<file path="config.mk">
export PLATFORM = sky130hd
export DESIGN_NAME = axis_xbar_port_arbiter
export DESIGN_NICKNAME = d
export VERILOG_FILES = /design/src/rtl/axis_xbar_port_arbiter.sv
export SDC_FILE = /design/constraint.sdc
export NUM_CORES = 1
export LEC_CHECK = 0
export CORE_MARGIN = 2
export CORE_UTILIZATION = 46
export DETAILED_ROUTE_END_ITERATION = 10
export GPL_TIMING_DRIVEN = 1
export PLACE_DENSITY = 0.71
export SYNTH_ARGS = -nofsm -noshare
export SYNTH_HDL_FRONTEND = slang
export SYNTH_SLANG_ARGS = --single-unit
</file>
<file path="constraint.sdc">
create_clock -name glb_clk -period 1.6 [get_ports glb_clk]
set_input_delay 0.24 -clock glb_clk [delete_from_list [all_inputs] [get_ports glb_clk]]
set_output_delay 0.24 -clock glb_clk [all_outputs]
set_load 0.03 [all_outputs]
</file>
<file path="src/rtl/axis_xbar_port_arbiter.sv">
// axis_xbar_port_arbiter: packet-granular round-robin grant for one cross-bar output port
module axis_xbar_port_arbiter #(
    parameter int PORT_NUM    = 4,
    parameter int TIMEOUT_CYC = 1023
) (
    input  logic                glb_clk,
    input  logic                glb_reset,
    input  logic                arb_en,
    input  logic [PORT_NUM-1:0] req,
    input  logic                out_tvalid,
    input  logic                out_tready,
    input  logic                out_tlast,
    output logic [PORT_NUM-1:0] fifo_sel_bits,
    output logic                busy,
    output logic                timeout_pulse,
    output logic [PORT_NUM-1:0] timeout_src,
    output logic [15:0]         pkt_cnt
);
    localparam int WDW = $clog2(TIMEOUT_CYC + 1);
    localparam logic [PORT_NUM-1:0] ONE = PORT_NUM'(1);
    typedef enum logic {IDLE, BUSY} state_t;
    state_t state, state_nx;
    logic [PORT_NUM-1:0] last_ptr, ptr_nx, sel_nx, src_nx;
    logic [PORT_NUM-1:0] base, hi, masked, win;
    logic [WDW-1:0] wd_cnt, wd_nx;
    logic [15:0] cnt_nx;
    logic beat, eop, fire, pulse_nx;
    assign busy = (state == BUSY);
    // Round robin: first request strictly above the base pointer, else lowest request.
    // In BUSY the base is the current winner, so it only wins again when nobody else asks.
    always_comb begin
        base   = (state == BUSY) ? fifo_sel_bits : last_ptr;
        hi     = ~((base << 1) - ONE);
        masked = req & hi;
        win    = (|masked) ? (masked & (~masked + ONE)) : (req & (~req + ONE));
    end
    // Next-state, grant, watchdog and counter logic
    always_comb begin
        beat     = out_tvalid & out_tready;
        eop      = beat & out_tlast;
        fire     = (state == BUSY) && !beat && (wd_cnt == WDW'(TIMEOUT_CYC - 1));
        state_nx = state;
        sel_nx   = fifo_sel_bits;
        ptr_nx   = last_ptr;
        wd_nx    = wd_cnt;
        pulse_nx = 1'b0;
        src_nx   = timeout_src;
        cnt_nx   = pkt_cnt;
        if (state == IDLE) begin
            sel_nx = '0;
            wd_nx  = '0;
            if (arb_en && |req) begin
                sel_nx   = win;
                state_nx = BUSY;
            end
        end else if (eop) begin
            cnt_nx   = pkt_cnt + 16'd1;
            ptr_nx   = fifo_sel_bits;
            wd_nx    = '0;
            sel_nx   = (arb_en && |req) ? win : '0;
            state_nx = (arb_en && |req) ? BUSY : IDLE;
        end else if (fire) begin
            state_nx = IDLE;
            sel_nx   = '0;
            pulse_nx = 1'b1;
            src_nx   = fifo_sel_bits;
            ptr_nx   = fifo_sel_bits;
            wd_nx    = '0;
        end else begin
            wd_nx = beat ? '0 : wd_cnt + WDW'(1);
        end
    end
    // State and output registers
    always_ff @(posedge glb_clk) begin
        if (glb_reset) begin
            state         <= IDLE;
            fifo_sel_bits <= '0;
            last_ptr      <= ONE << (PORT_NUM - 1);
            wd_cnt        <= '0;
            timeout_pulse <= 1'b0;
            timeout_src   <= '0;
            pkt_cnt       <= '0;
        end else begin
            state         <= state_nx;
            fifo_sel_bits <= sel_nx;
            last_ptr      <= ptr_nx;
            wd_cnt        <= wd_nx;
            timeout_pulse <= pulse_nx;
            timeout_src   <= src_nx;
            pkt_cnt       <= cnt_nx;
        end
    end
endmodule

</file>
==> results.json <==
{
  "whs_path_depth": 2,
  "clk_pin_slew_worst_paths_ns": 0.07,
  "ant_nets": 0,
  "yosysTopAreaCellShare_pct": 41.5,
  "antennaDiodeCount": 0,
  "synthTopCellsByArea": "dfxtp_1, mux2i_1, nor2_1, xnor2_1, nand2b_1",
  "hold-path-endpoint": "pkt_cnt[1]",
  "synthArstFlopShare_pct": 0,
  "cts.sinks": 39,
  "routed-via-count": 1643,
  "numCtsBuffers": 5,
  "drv_slew": 0,
  "hold_slack_ns": 0.494,
  "clock_path_buffers": 2,
  "max_slew_margin_pct": 67.6,
  "grtUsageTotal_pct": 19.0,
  "synth_edf_count": 0,
  "critical_path_class": "reg2reg",
  "post_cts_buffers": 0,
  "nFillCells": 327,
  "stdcell_area_um2": 2720,
  "r2r-end": "timeout_src[3]",
  "finClkSkew_ns": 0.00885,
  "start_util_pct": 47.4,
  "cap_violations": 0,
  "synth_largest_area_cell": "dfxtp_1",
  "hold_violations": 0,
  "dpl_cell_area_um2": 2580,
  "yosysMostFrequentCell": "dfxtp_1",
  "cts_tree": "yes",
  "synth_seq_cells": 39,
  "gp_congestion": 0.743,
  "vias_per_cell": 5.10,
  "clkLatencyLatePin_ns": 0.29,
  "ff2ff_path_depth": 6,
  "die_w_um": 67.9,
  "dp_cells": 314,
  "critical_path.startpoint_type": "flop",
  "root_buffer": "clkbuf_8",
  "drt-initial-drc-count": 79,
  "drtPass1Iterations": 4,
  "post-route-drc-count": 0,
  "dp_hpwl_um": 3010,
  "pin_count": 36,
  "fmax_ghz": 0.630,
  "setup_viol": 0,
  "wire_per_inst_um": 12.2,
  "ys_types": 41,
  "synth_area_um2": 1880,
  "syn2layout_area_growth_pct": 44.6,
  "die_y_um": 67.9,
  "antenna_found_initial": 0,
  "crit_required_ns": 1.78,
  "die-area_um2": 4620,
  "grt_overflow": 0,
  "status": "completed",
  "synthCells": 201,
  "worstMarginPinSlew_ns": 0.485,
  "leakage_nw": 1.24,
  "fp-row-count": 23,
  "ir_worst_vdd_uv": 460,
  "fin_crit_sh_pct": 99.1,
  "drt-total-wl_um": 3940,
  "synth_fp_nets": 215,
  "min-delay-start": "pkt_cnt[1]",
  "nNetsFinal": 285,
  "layout-drive-gt1-share_pct": 26.8,
  "numPortBuffers": 35,
  "htree_levels": 2,
  "period_minus_slack_ns": 1.59,
  "grt_pass1_vias": 1487,
  "synth_ff_type": "dfxtp_1",
  "synth-seq-area-share_pct": 41.5,
  "grt_pass1_wl_um": 6530,
  "instances_no_fill": 322,
  "core_area_um2": 3970,
  "setup_tns_ns": 0,
  "place_ws_ns": -0.253,
  "fin_ws_ns": 0.0137,
  "grt_max_degree": 17,
  "syn_area_per_cell_um2": 9.36,
  "crit_path_end_kind": "flop",
  "yosysWarningCount": 0,
  "arrival_ns": 1.77,
  "yosys-top-cells-count": "dfxtp_1, nor2_1, nand2b_1",
  "regToRegSetupSlack_ns": 0.01,
  "rsz0062_at_grt": "yes",
  "crit_fanout": 6,
  "r2r-start": "busy",
  "hold_path_class": "reg2reg",
  "cellPowerDensity_nw_per_um2": 655,
  "ctsHoldBuffers": 0
}
through the flow:
stage	power [mW]	utilization [%]
CTS	1.79	66.7
detailed placement	1.17	65.0
global placement	1.17	65.0
finish	1.78	68.5
global route	1.87	68.5
floorplan	1.09	-
sequential cells by signal, indices dropped and copies added (netlist names):
register,cells
wd_cnt,10
busy,1
pkt_cnt,16
timeout_pulse,1
timeout_src,4
fifo_sel_bits,4
last_ptr,3
layout make-up:
cell class	count	area (um^2)	area share, %
Tap cell	50	62.6	2.30
Clock buffer	8	80.1	2.94
Timing Repair Buffer	68	621	22.8
Sequential cell	39	807	29.7
Multi-Input combinational cell	151	1130	41.4
Inverter	6	22.5	0.828
layer usage:
metal | track usage, % | vias up | routed length, um
met5 | 0 | - | 0
met4 | 6.00 | 0 | 23
li1 | - | 837 | -
met1 | 23.7 | 774 | 1850
met2 | 31.1 | 30 | 1910
met3 | 5.92 | 2 | 149
critical path, stage by stage, from the launching register on:
cell and delay, ns:
dfxtp_4 0.41, buf_6 0.13, a21bo_4 0.23, nor4_4 0.29, buf_4 0.19, mux2i_1 0.18, nor2_1 0.06
power by group:
part | internal (mW) | switching [mW] | leakage (nW)
registers | 0.974 | 0.0121 | 0.322
logic | 0.0892 | 0.0804 | 0.881
clock network | 0.310 | 0.316 | 0.0395
total | 1.37 | 0.408 | 1.24
cells by family after synthesis:
family | count (synthesis) | share of synthesized area [%]
simple gates | 94 | 29.2
buf+inv | 11 | 2.46
compound gates | 23 | 8.85
xor+xnor | 16 | 7.45
mux | 14 | 7.85
fa+ha+maj | 4 | 2.66
flops | 39 | 41.5
layout by cell type, fill, tap and decap left out, types with 6 or more instances in the layout:
master,n
mux2i_1,8
dfxtp_2,9
nand2b_1,13
nor3_1,6
buf_4,31
nor2_1,27
a21oi_1,8
dfxtp_1,26
clkdlybuf4s50_1,14
inv_1,6
dlygate4sd2_1,10
nand2_1,12
xnor2_1,11
dlymetal6s2s_1,11
nand3_1,6
how the worst max path moves through the flow:
| stage | start | depth (start not counted) | end |
|---|---|---|---|
| 2_1_floorplan | busy | 5 | pkt_cnt[12] |
| 3_3_place_gp | out_tlast | 5 | pkt_cnt[12] |
| 3_5_place_dp | out_tlast | 6 | pkt_cnt[7] |
| 4_1_cts | fifo_sel_bits[1] | 1 | fifo_sel_bits[1] |
| 5_1_grt | busy | 6 | timeout_src[3] |
| 6_report | busy | 6 | timeout_src[3] |
timing repair:
action / CTS / global route
gates resized for setup: 10 / 19
endpoints found under the setup margin: 10 / 35
pin swaps: 0 / 5
No activity file was read; power rests on OpenSTA's default activity.
